$ cat config.mk
export PLATFORM = sky130hd
export DESIGN_NAME = instruction_fetch
export DESIGN_NICKNAME = d
export VERILOG_FILES = /design/src/rtl/instruction_fetch.sv
export SDC_FILE = /design/constraint.sdc
export NUM_CORES = 1
export LEC_CHECK = 0
export ABC_AREA = 0
export CORE_MARGIN = 1
export CORE_UTILIZATION = 42
export CTS_CLUSTER_SIZE = 24
export DETAILED_ROUTE_END_ITERATION = 10
export PLACE_DENSITY_LB_ADDON = 0.2
export SETUP_SLACK_MARGIN = 0.05
export SYNTH_ARGS = -nofsm -noshare
export SYNTH_HDL_FRONTEND = slang
export SYNTH_SLANG_ARGS = --single-unit
$ cat constraint.sdc
create_clock -name CLK -period 2.2 [get_ports CLK]
set_input_delay 0.44 -clock CLK [delete_from_list [all_inputs] [get_ports CLK]]
set_output_delay 0.44 -clock CLK [all_outputs]
set_load 0.05 [all_outputs]
$ cat src/rtl/instruction_fetch.sv
// -----------------------------------------------------------------------------
// instruction_fetch
//
// Front-end fetch stage. Owns the 64-bit program counter, issues 32-bit reads
// to instruction memory over a REQ/READY handshake and keeps the most recently
// fetched word, its PC and its pre-decoded immediate type in a one-entry
// output buffer. A REDIRECT flushes the buffer and restarts fetch at the new
// PC. A misaligned redirect target parks the block in a sticky fault state
// that only reset clears.
//
// Ports
//   CLK          in   1   clock, rising edge
//   RST_N        in   1   asynchronous active-low reset
//   IMEM_REQ     out  1   read request to instruction memory
//   IMEM_ADDR    out  64  byte address of the request (current PC)
//   IMEM_READY   in   1   read completes when REQ and READY are both high
//   IMEM_RDATA   in   32  instruction word, valid in the completing cycle
//   REDIRECT     in   1   one-cycle fetch restart request
//   REDIRECT_PC  in   64  restart target
//   STALL        in   1   downstream cannot take the buffered instruction
//   VALID        out  1   output buffer holds an instruction
//   INSTRUCTION  out  32  buffered instruction word
//   PC_OUT       out  64  address of INSTRUCTION
//   SELECTION    out  3   immediate type of INSTRUCTION (0 none, 1 I, 2 U,
//                         3 S, 4 B, 5 UJ)
//   FAULT        out  1   sticky misaligned-redirect flag
// -----------------------------------------------------------------------------
module instruction_fetch #(
  parameter logic [63:0] RESET_PC = 64'h0
) (
  input  logic        CLK,
  input  logic        RST_N,
  output logic        IMEM_REQ,
  output logic [63:0] IMEM_ADDR,
  input  logic        IMEM_READY,
  input  logic [31:0] IMEM_RDATA,
  input  logic        REDIRECT,
  input  logic [63:0] REDIRECT_PC,
  input  logic        STALL,
  output logic        VALID,
  output logic [31:0] INSTRUCTION,
  output logic [63:0] PC_OUT,
  output logic [2:0]  SELECTION,
  output logic        FAULT
);

  typedef enum logic [1:0] {
    S_BOOT,
    S_FETCH,
    S_FLUSH,
    S_FAULT
  } state_t;

  state_t      state_p0, state_nxt;
  logic [63:0] pc_p0;
  logic        fault_p0;

  logic        vld_p1;
  logic [31:0] ins_p1;
  logic [63:0] pc_p1;
  logic [2:0]  sel_p1;

  logic        redirect_take;
  logic        redirect_bad;
  logic        req;
  logic        complete;
  logic        consume;

  // Immediate-type pre-decode from the major opcode field.
  function automatic logic [2:0] decode_sel(input logic [6:0] opcode);
    logic [2:0] sel;
    sel = 3'd0;
    unique case (opcode)
      7'b0010011, 7'b0000011, 7'b1100111,
      7'b0011011, 7'b1110011:             sel = 3'd1;
      7'b0110111, 7'b0010111:             sel = 3'd2;
      7'b0100011:                         sel = 3'd3;
      7'b1100011:                         sel = 3'd4;
      7'b1101111:                         sel = 3'd5;
      default:                            sel = 3'd0;
    endcase
    return sel;
  endfunction

  // Redirects are honoured only once fetch is running; BOOT and FAULT drop them.
  always_comb begin
    redirect_take = REDIRECT && ((state_p0 == S_FETCH) || (state_p0 == S_FLUSH));
    redirect_bad  = redirect_take && (REDIRECT_PC[1:0] != 2'b00);
    req           = (state_p0 == S_FETCH) && !REDIRECT && (!vld_p1 || !STALL);
    complete      = req && IMEM_READY;
    consume       = vld_p1 && !STALL;
  end

  always_comb begin
    state_nxt = state_p0;
    unique case (state_p0)
      S_BOOT:  state_nxt = S_FETCH;
      S_FETCH: begin
        if (redirect_bad)       state_nxt = S_FAULT;
        else if (redirect_take) state_nxt = S_FLUSH;
      end
      S_FLUSH: begin
        // A fresh aligned redirect here restarts the one-cycle flush.
        if (redirect_bad)       state_nxt = S_FAULT;
        else if (redirect_take) state_nxt = S_FLUSH;
        else                    state_nxt = S_FETCH;
      end
      S_FAULT: state_nxt = S_FAULT;
      default: state_nxt = S_BOOT;
    endcase
  end

  // ---- stage p0: fetch control and program counter ----
  always_ff @(posedge CLK or negedge RST_N) begin
    if (!RST_N) begin
      state_p0 <= S_BOOT;
      pc_p0    <= RESET_PC;
      fault_p0 <= 1'b0;
    end else begin
      state_p0 <= state_nxt;
      if (redirect_bad) begin
        fault_p0 <= 1'b1;
      end else if (redirect_take) begin
        pc_p0 <= REDIRECT_PC;
      end else if (complete) begin
        pc_p0 <= pc_p0 + 64'd4;
      end
    end
  end

  // ---- stage p1: one-entry output buffer ----
  always_ff @(posedge CLK or negedge RST_N) begin
    if (!RST_N) begin
      vld_p1 <= 1'b0;
      ins_p1 <= '0;
      pc_p1  <= '0;
      sel_p1 <= '0;
    end else begin
      if (redirect_take) begin
        vld_p1 <= 1'b0;
      end else if (complete) begin
        vld_p1 <= 1'b1;
      end else if (consume) begin
        vld_p1 <= 1'b0;
      end
      if (complete) begin
        ins_p1 <= IMEM_RDATA;
        pc_p1  <= pc_p0;
        sel_p1 <= decode_sel(IMEM_RDATA[6:0]);
      end
    end
  end

  assign IMEM_REQ    = req;
  assign IMEM_ADDR   = pc_p0;
  assign VALID       = vld_p1;
  assign INSTRUCTION = ins_p1;
  assign PC_OUT      = pc_p1;
  assign SELECTION   = sel_p1;
  assign FAULT       = fault_p0;

endmodule

=== Word level (Yosys, flattened, before mapping) ===
Index checks and enable logic that the tools add are counted.

* Flip-flop bits (word level): 167
* Bits of input ports: 101
* Output and inout port bits: 166
* Logic and storage cells: 52

* Add/sub/neg operators: 1
* Equal/unequal tests: 14
* Multiplexer cells: 11
* Bitwise operators: 1
* Reductions and logical operators: 18

{| class="wikitable"
|+ Operators by type and width
! kind !! number
|-
| 2-to-1 mux 64 bit || 2
|-
| adder 64 x 3 -> 64 bit (second input constant) || 1
|-
| == test 7 bit (second input constant) || 4
|-
| == test 7 x 5 -> 1 bit (second input constant) || 3
|-
| one-hot mux 3 bit (5 select lines) || 1
|-
| == test 7 x 6 -> 1 bit (second input constant) || 2
|-
| 2-to-1 mux 2 bit || 4
|-
| one-hot mux 2 bit (4 select lines) || 1
|-
| == test 7 x 2 -> 1 bit (second input constant) || 1
|-
| logical AND 1 bit || 6
|-
| OR reduction 5 bit || 1
|-
| == test 2 bit (second input constant) || 2
|-
| nonzero test 2 bit || 2
|-
| logical NOT 1 bit || 3
|-
| 2-to-1 mux 1 bit || 3
|-
| != test 3 bit (second input constant) || 1
|-
| nonzero test 3 bit || 1
|-
| == test 2 x 1 -> 1 bit (second input constant) || 1
|-
| logical NOT 2 bit || 1
|-
| logical OR 1 bit || 2
|-
| AND reduction 2 bit || 1
|-
| OR reduction 2 bit || 1
|-
| inverter 1 bit || 1
|}

=== Longest topological paths before layout ===
Gate-level depths: netlist of run 1.

* Depth in word-level cells: 6
* Mapped depth: 9

=== Least setup slack after synthesis of run 1 ===
No wires, ideal clock.

* Path type: register -> register
* From: register pc_p0[2] (netlist: IMEM_ADDR[2])
* To: register pc_p0[32] (netlist: IMEM_ADDR[32])
* Arrival: 2623 ps
* Required time: 2080 ps
* Slack: -543 ps
* Stages on the path, launching flop included: 7
* Period minus slack after synthesis: 2743 ps
* Cell sequence: dfrtp_1 > ha_1 > nand3_1 > nor4_1 > nand2_1 > or4_1 > o211a_1

* Word-level cells in the longest chain between the ends: 3

{| class="wikitable"
|+ RTL lines
! item !! line !! source
|-
| from (decl) || 55 || <nowiki>logic [63:0] pc_p0;</nowiki>
|-
| from (signal assigned) || 126 || <nowiki>pc_p0 <= pc_p0 + 64'd4;</nowiki>
|-
| adder 64 x 3 -> 64 bit || 126 ||
|-
| 2-to-1 mux 64 bit || 125 || <nowiki>end else if (complete) begin</nowiki>
|-
| 2-to-1 mux 64 bit || 123 || <nowiki>end else if (redirect_take) begin</nowiki>
|}

No other way between the ends. The select of a mux whose other input is x is not followed.
A chain may end at the register's enable or synchronous reset.

=== Worst setup path in the final report of run 1 ===
* From: register pc_p0[2] (netlist: IMEM_ADDR[2])
* To: register pc_p0[62] (netlist: IMEM_ADDR[62])

The elaborated chain is that of the path after synthesis.

==> results of run 1 <==
flip-flops by register name (all words and copies together) (netlist names):
name / cells
VALID: 1
PC_OUT: 64
INSTRUCTION: 32
IMEM_ADDR: 64
FAULT: 1
SELECTION: 3
state_p0: 2
layout make-up:
type | count | area share
multi-input cells | 739 | 0.310
flip-flops and latches | 167 | 0.327
clock inverters | 10 | 0.00950
well taps | 260 | 0.0252
repair buffers | 396 | 0.290
inverters | 9 | 0.00262
clock buffers | 21 | 0.0357
timing repair:
item / CTS / global route
setup endpoints to repair: 46 / 102
pin swaps: 3 / 10
resized for setup: 44 / 33
endpoints found under the hold margin: 0 / 0
cloned: 0 / 0
buffers inserted: 5 / 7
cell families after synthesis:
kind of cell | Yosys count | synth area share
adder cells (fa/ha/maj) | 5 | 0.00756
flip-flops | 167 | 0.505
multiplexers | 6 | 0.00756
AND/OR/NAND/NOR | 571 | 0.317
buffers and inverters | 68 | 0.0322
XOR/XNOR | 1 | 0.00106
AO/OA/AOI/OAI | 156 | 0.130
through the flow:
stage               hold WS (ns)  instances  setup TNS, ns  worst slack, ns  instance area [µm²]
finish                   -0.0139       1602              0           0.0556                12900
CTS                     0.000561       1596              0           0.0183                12700
global placement           0.457       1560          -6.23           -0.181                12200
global route              0.0201       1602              0           0.0294                12900
detailed placement         0.458       1560          -9.75           -0.220                12200
floorplan                  0.144        974         -0.173          -0.0642                 8410
Yosys cell counts (3+ instances only):
cell,number,area share
dfrtp_1,167,0.51
or3_1,3,0.0023
nand2_1,312,0.14
o31ai_1,4,0.0036
a211oi_1,22,0.020
or2_2,5,0.0038
or4_4,3,0.0041
ha_1,5,0.0076
o21bai_1,3,0.0027
o221a_2,3,0.0041
nand3_1,34,0.021
and2_1,5,0.0038
and3_1,12,0.0091
a31oi_1,9,0.0068
a31o_2,4,0.0042
and4_1,10,0.011
nor4_4,3,0.0077
nor2b_1,5,0.0038
o32ai_1,6,0.0064
nor2_1,90,0.041
or4_1,6,0.0054
a311oi_1,18,0.019
a21o_1,4,0.0036
nand4_1,27,0.020
o21ai_0,25,0.015
o21a_1,5,0.0045
a21oi_1,31,0.019
nor4_1,15,0.011
inv_1,9,0.0041
buf_1,6,0.0027
nor3_1,29,0.018
clkbuf_1,49,0.022
mux2i_1,4,0.0048
o22ai_1,7,0.0053
metal layers:
| layer | up-vias | routed length (µm) | global-route usage |
|---|---|---|---|
| li1 | 4120 | - | - |
| met1 | 4283 | 12900 | 0.393 |
| met2 | 406 | 14000 | 0.459 |
| met3 | 61 | 2110 | 0.0589 |
| met4 | 0 | 732 | 0.117 |
| met5 | - | 0 | 0 |
power by group:
part           internal (W)  leakage (nW)  switching [W]
registers           0.00444          2.05        0.00126
logic               0.00381          3.55        0.00758
clock network       0.00173         0.276        0.00127
total               0.00998          5.88         0.0101
final timing paths:
kind,start,endpoint,slack (ns),cells after the start
worst min-delay path,RST_N,PC_OUT[26],-0.01,1
max in group asynchronous,RST_N,IMEM_ADDR[33],1.59,2
worst max-delay path,IMEM_ADDR[2],IMEM_ADDR[62],0.06,7
min in group CLK,PC_OUT[42],PC_OUT[42],0.48,2
worst min register to register,PC_OUT[42],PC_OUT[42],0.48,2
worst max register to register,IMEM_ADDR[2],IMEM_ADDR[62],0.06,7
==> results.cfg, run 1 <==
[run_status]
status = finished, violations left
violations = negative hold slack

[yosys]
syn_area_per_cell_um2 = 8.49
yosys_warnings = 0
synth_edf_count = 0
ys.flop_type = dfrtp_1
yosys.cell_types.count = 59
async_flop_share = 1.00
synth_area_um2 = 8270
synth-seq-cells = 167
synth-seq-area-share = 0.505
synthCells = 974
syn_nets = 1080

[clocking]
clk_path_buf_depth = 2
hold_buffers = 0
clk_latency_ns = 0.44
cts-htree-levels = 4
cts_tree = done
cts_buffers = 17
clock_sink_count = 167
clk_pin_slew_worst_paths_ns = 0.06
root_buffer = clkbuf_16

[sta]
max_freq_ghz = 0.466
worst_slew_pin_slew_ns = 0.564
layout_min_cycle_time_ns = 2.14
finalCritPeriodShare = 0.975
fin_skew_ns = 0.00736
holdWs_ns = -0.0139
finalHoldViolCount = 27
slew_viol_final = 0
rsz0062_at_grt = yes
setup_viol = 0
relSlewSlack = 0.620

[routing]
ant_nets = 0
firstDrtPassIters = 5
post_drt_via_cell_ratio = 5.54
drt_iter0_drc = 823
routedWlPerCell_um = 18.6
drc = 0
wirelength_um = 29700
vias = 8870

[die]
die_y_um = 142
fp.coreArea_um2 = 19000
rows = 50
io_pins = 267
initial_core_util = 0.435
die_w_um = 142
die_area_um2 = 20300

[worst_hold_path]
min_path_type = in2async

[global_routing]
first_global_vias = 8447
track_usage = 0.291
grt_overflow = 0
grt_max_degree = 53
antenna_found_initial = 0
grt_pass1_wl_um = 45300

[cells_and_area]
utilization = 0.679
syn2layout_area_growth_pct = 56.1
multi_input_area_um2 = 4000
final_common_cell = nand2_1
layout_common_cells = 311 x nand2_1, 204 x clkdlybuf4s50_1, 134 x dfrtp_1
drive_gt1_frac = 0.184
diodes = 0
nets = 1436
ff_latch_area_um2 = 4220
n_fill_cell = 1611

[critical_path]
cp-start-kind = flip-flop
crit_type = reg2reg
path_cells = ha_4 -> nand3_4 -> or4_4 -> nor4_4 -> buf_4 -> nand3_1 -> a211oi_2
path_max_fanout = 4
worstPathArrival_ns = 2.48
crit_buf_inv = 1
crit_required_ns = 2.54
cp-end-kind = flip-flop
crit_slowest_cell = or4_4
critPathTopFamily = simple AND/OR/NAND/NOR gates
max_stage_delay_ns = 0.56

[power_and_ir_drop]
vdd_drop_max_v = 0.000869
power.static_leakage_nw = 5.88
power.density_nw_per_um2 = 1560
fin_total_pwr_w = 0.0201

[placed_design]
hpwlAfterDp_um = 21600
gp_congestion = 0.928
portBuffers = 266

[run]
drv_cap = 0
(Power assumes the default switching activity.)
==> inputs of run 2 (changes only) <==
- CORE_UTILIZATION: 42 -> 64
- DONT_BUFFER_PORTS: not set -> 1
- SETUP_SLACK_MARGIN: 0.05 -> 0.1
- clock period: 2.2 -> 2.4 ns (I/O delays scaled with it)
==> run 2 against run 1 <==
Net effect: the flow still finishes with violations (negative hold slack); design area down 24%; non-clock buffer count down 288; clock power down 10%; register-to-register slack better by 0.12 ns; fmax down 3.6%; sequential power up 33%; first-iteration DRC count up 9.7%; count of clock-buffer cells in the layout down 4; cell count down 23%; setup slack better by 0.12 ns; largest power group is now registers.
==> results.cfg, run 2 (synthesis results as in run 1) <==
[cells_and_area]
diodes = 0
finish.instance_area_um2 = 9860
layout_common_cells = 311 x nand2_1, 145 x dfrtp_1, 102 x buf_4
syn2layout_area_growth_pct = 19.2
n_fill_cell = 859
final_common_cell = nand2_1
drive_gt1_frac = 0.189
multi_input_area_um2 = 3950
ff_latch_area_um2 = 4210
nets = 1148

[global_routing]
track_usage = 0.404
grt_pass1_wl_um = 40900
antenna_found_initial = 1
first_global_vias = 7803
grt_overflow = 0
grt_max_degree = 168

[run_status]
violations = negative hold slack
status = finished, violations left

[sta]
fin_skew_ns = 0.00735
max_freq_ghz = 0.450
setup_viol = 0
finalHoldViolCount = 167
layout_min_cycle_time_ns = 2.22
finalCritPeriodShare = 0.927
holdWs_ns = -0.269
relSlewSlack = 0.597
slew_viol_final = 0
final.setup.tns_ns = 0
setup_slack_ns = 0.176
rsz0062_at_grt = yes
worst_slew_pin_slew_ns = 0.589

[routing]
firstDrtPassIters = 5
ant_nets = 0
drt_iter0_drc = 903
drc = 0
routedWlPerCell_um = 22.4
post_drt_via_cell_ratio = 6.57
wirelength_um = 27500
vias = 8064

[clocking]
root_buffer = clkbuf_16
clk_path_buf_depth = 2
clk_pin_slew_worst_paths_ns = 0.07
clock_sink_count = 167
cts-htree-levels = 4
clk_latency_ns = 0.44
cts_buffers = 17
cts_tree = done

[power_and_ir_drop]
intPower_w = 0.00728
vdd_drop_max_v = 0.00111
power.static_leakage_nw = 4.58
power.density_nw_per_um2 = 1660
p_seq_frac = 0.463
p_switching_w = 0.00909
sw_frac_of_total = 0.555
combPwrFrac = 0.373
clkPwrFrac = 0.164

[placed_design]
pre_cts_ws_ns = 0.104
placed_cell_area_um2 = 9130
gp_congestion = 0.956
hpwlAfterDp_um = 19100
portBuffers = 0

[critical_path]
crit_slowest_cell = or4_4
crit_required_ns = 2.74
cp-end-kind = flip-flop
critPathTopFamily = simple AND/OR/NAND/NOR gates
path_cells = ha_4 -> nand3_1 -> or4_4 -> nor4_4 -> buf_4 -> buf_4 -> nor3_1 -> nor3_1
worstPathArrival_ns = 2.57
cp-start-kind = flip-flop
max_stage_delay_ns = 0.57
crit_type = reg2reg
crit_buf_inv = 2
path_max_fanout = 7

[die]
fp.coreArea_um2 = 12600
initial_core_util = 0.655
die_y_um = 116
rows = 41
die_w_um = 116
die_area_um2 = 13400
io_pins = 267

[worst_hold_path]
min_path_type = in2async

[run]
drv_cap = 0
run 2: power groups by stage:
stage	Combinational, W	Sequential, W	Clock (W)
2_1_floorplan	0.00228	0.00916	0
3_3_place_gp	0.00566	0.00751	0
3_5_place_dp	0.00590	0.00756	0
4_1_cts	0.00595	0.00753	0.00268
5_1_grt	0.00649	0.00772	0.00279
6_report	0.00611	0.00757	0.00269
run 2: metal layers:
metal  part of all wire  GRT usage  vias to the layer above
met5            0.00047          0                        -
met4              0.030      0.173                        2
met3               0.12      0.131                       86
met2               0.47      0.648                      560
met1               0.38      0.504                     3874
li1                   -          -                     3542
run 2: final timing paths:
kind                                startpoint  cells past startpoint  slack [ns]               to
worst min-delay path                     RST_N                      0       -0.27  INSTRUCTION[23]
worst max-delay path              IMEM_ADDR[2]                      8        0.18    IMEM_ADDR[30]
worst min register to register    IMEM_ADDR[2]                      1        0.58     IMEM_ADDR[2]
worst max register to register    IMEM_ADDR[2]                      8        0.18    IMEM_ADDR[30]
min in group CLK                IMEM_RDATA[13]                      2        0.14  INSTRUCTION[13]
max in group asynchronous                RST_N                      0        2.19    IMEM_ADDR[28]
run 2: cell type report:
| cell class | count | share of cell area |
|---|---|---|
| Clock inverter | 15 | 0.0147 |
| Clock buffer | 17 | 0.0431 |
| Tap cell | 172 | 0.0218 |
| Inverter | 9 | 0.00343 |
| Timing Repair Buffer | 108 | 0.0903 |
| Sequential cell | 167 | 0.426 |
| Multi-Input combinational cell | 739 | 0.400 |
run 2: stage by stage:
step / total power, W / util / cells
floorplan: 0.0114 / - / 974
global placement: 0.0132 / 0.724 / 1185
detailed placement: 0.0135 / 0.724 / 1185
CTS: 0.0162 / 0.770 / 1218
global route: 0.0170 / 0.782 / 1227
finish: 0.0164 / 0.782 / 1227
run 2: worst register-to-register path: stages (launching register included):
cell and delay (ns):
dfrtp_2 0.43, ha_4 0.16, nand3_1 0.11, or4_4 0.57, nor4_4 0.28, buf_4 0.19
buf_4 0.12, nor3_1 0.04, nor3_1 0.22
run 2: what timing repair did:
action                                  4_1_cts  5_1_grt
gates resized for setup                       2        9
endpoints found under the setup margin        4       23
pin swaps                                     0        6
endpoints found under the hold margin       167      167
gates cloned                                  0        1
buffers inserted                              1        8
==> inputs of run 3 (changes only) <==
- clock period: 2.4 -> 2.49 ns (I/O delays scaled with it)
==> run 3 against run 2 <==
Net effect: the run still ends with negative hold slack left; clock power decreased by 8.2%; sequential cell count unchanged; sequential share of layout area increased by 0.16 points; power decreased by 4.3%; fmax decreased by 4.4%; worst hold slack improved by 0.026 ns; cell count increased by 0.41%; die area unchanged; routed wire length increased by 4.7%; design area decreased by 0.44%; count of clock-buffer cells in the layout increased by 2.
==> results.cfg, run 3 (synthesis results as in run 1) <==
[run_status]
status = finished, violations left
violations = negative hold slack

[critical_path]
path_cells = inv_1 -> ha_1 -> nor2b_4 -> buf_4 -> nand3_4 -> buf_4 -> or3_1 -> o22ai_1 -> nor2_1
critPathTopFamily = simple AND/OR/NAND/NOR gates
path_max_fanout = 7
cp-end-kind = flip-flop
crit_slowest_cell = dfrtp_1
crit_required_ns = 2.81
max_stage_delay_ns = 0.42
cp-start-kind = flip-flop
worstPathArrival_ns = 2.64
crit_top_cell = buf_4
crit_buf_inv = 3
crit_type = reg2reg

[clocking]
cts_buffers = 17
clock_sink_count = 167
cts-htree-levels = 4
clk_pin_slew_worst_paths_ns = 0.07
cts_tree = done
clk_latency_ns = 0.43
root_buffer = clkbuf_16
clk_path_buf_depth = 2

[cells_and_area]
final_common_cell = nand2_1
utilization = 0.778
layout_common_cells = 310 x nand2_1, 147 x dfrtp_1, 106 x buf_4
drive_gt1_frac = 0.188
nets = 1152
n_fill_cell = 897
syn2layout_area_growth_pct = 18.7

[placed_design]
portBuffers = 0
gp_congestion = 0.954
hpwlAfterDp_um = 20100

[sta]
finalHoldViolCount = 167
fin_skew_ns = 0.00852
setup_viol = 0
max_freq_ghz = 0.430
layout_min_cycle_time_ns = 2.33
rsz0062_at_grt = yes
finalCritPeriodShare = 0.934
relSlewSlack = 0.579
worst_slew_pin_slew_ns = 0.632
holdWs_ns = -0.243
slew_viol_final = 0
final.setup.tns_ns = 0

[routing]
firstDrtPassIters = 6
wirelength_um = 28800
drt_iter0_drc = 1195
routedWlPerCell_um = 23.4
vias = 8313
ant_nets = 0
drc = 0
post_drt_via_cell_ratio = 6.75

[global_routing]
grt_overflow = 0
first_global_vias = 7762
grt_pass1_wl_um = 42100
grt_max_degree = 168
track_usage = 0.419
antenna_found_initial = 1

[die]
die_y_um = 116
io_pins = 267
initial_core_util = 0.655
die_w_um = 116
die_area_um2 = 13400
rows = 41
fp.coreArea_um2 = 12600

[power_and_ir_drop]
vdd_drop_max_v = 0.00114
power.static_leakage_nw = 4.58
power.density_nw_per_um2 = 1600

[worst_hold_path]
min_path_type = in2async

[run]
drv_cap = 0
## run 3: worst paths after layout
kind                       slack [ns]              end  cells past startpoint      startpoint
setup / recovery                 0.16    IMEM_ADDR[20]                      9     state_p0[1]
hold / removal                  -0.24     IMEM_ADDR[0]                      0           RST_N
setup reg to reg                 0.16    IMEM_ADDR[20]                      9     state_p0[1]
hold reg to reg                  0.60      state_p0[1]                      2     state_p0[1]
max in group asynchronous        2.42    IMEM_ADDR[10]                      0           RST_N
min in group CLK                 0.16  INSTRUCTION[10]                      2  IMEM_RDATA[10]
## run 3: cell type report
| class | count | area [µm²] | share of cell area |
|---|---|---|---|
| Tap cell | 172 | 215 | 0.0219 |
| Clock buffer | 19 | 443 | 0.0451 |
| Inverter | 9 | 33.8 | 0.00344 |
| Multi-Input combinational cell | 741 | 3960 | 0.403 |
| Clock inverter | 13 | 95.1 | 0.00968 |
| Sequential cell | 167 | 4200 | 0.428 |
| Timing Repair Buffer | 110 | 867 | 0.0883 |
| Antenna cell | 1 | 2.50 | 0.000255 |
## run 3: per-layer routing
metal  part of all wire  global-route usage  routed length, µm  vias up
li1                   -                   -                  -     3559
met1               0.38               0.557              11000     3967
met2               0.45               0.649              13100      668
met3               0.13               0.124               3610      119
met4              0.038               0.170               1100        0
met5                  0                   0                  0        -
## run 3: repair_timing
| action | in CTS | in global routing |
|---|---|---|
| pin swaps | 1 | 4 |
| endpoints found under the setup margin | 8 | 59 |
| setup buffers | 0 | 9 |
| cloned | 0 | 2 |
| endpoints found under the hold margin | 167 | 167 |
| resized for setup | 2 | 10 |
## run 3: through the flow
stage / setup WS, ns / area (µm²) / std cells / power, W
floorplan: 0.104 / 8320 / 974 / 0.0110
global placement: 0.127 / 9130 / 1188 / 0.0127
detailed placement: 0.0194 / 9130 / 1188 / 0.0130
CTS: 0.0953 / 9680 / 1220 / 0.0154
global route: 0.0229 / 9820 / 1232 / 0.0162
finish: 0.164 / 9820 / 1232 / 0.0157
## run 3: where the power goes
part	switching [W]	internal, W	total, W
logic	0.00406	0.00171	0.00577
registers	0.00358	0.00385	0.00743
clock network	0.00116	0.00131	0.00247
total	0.00880	0.00687	0.0157
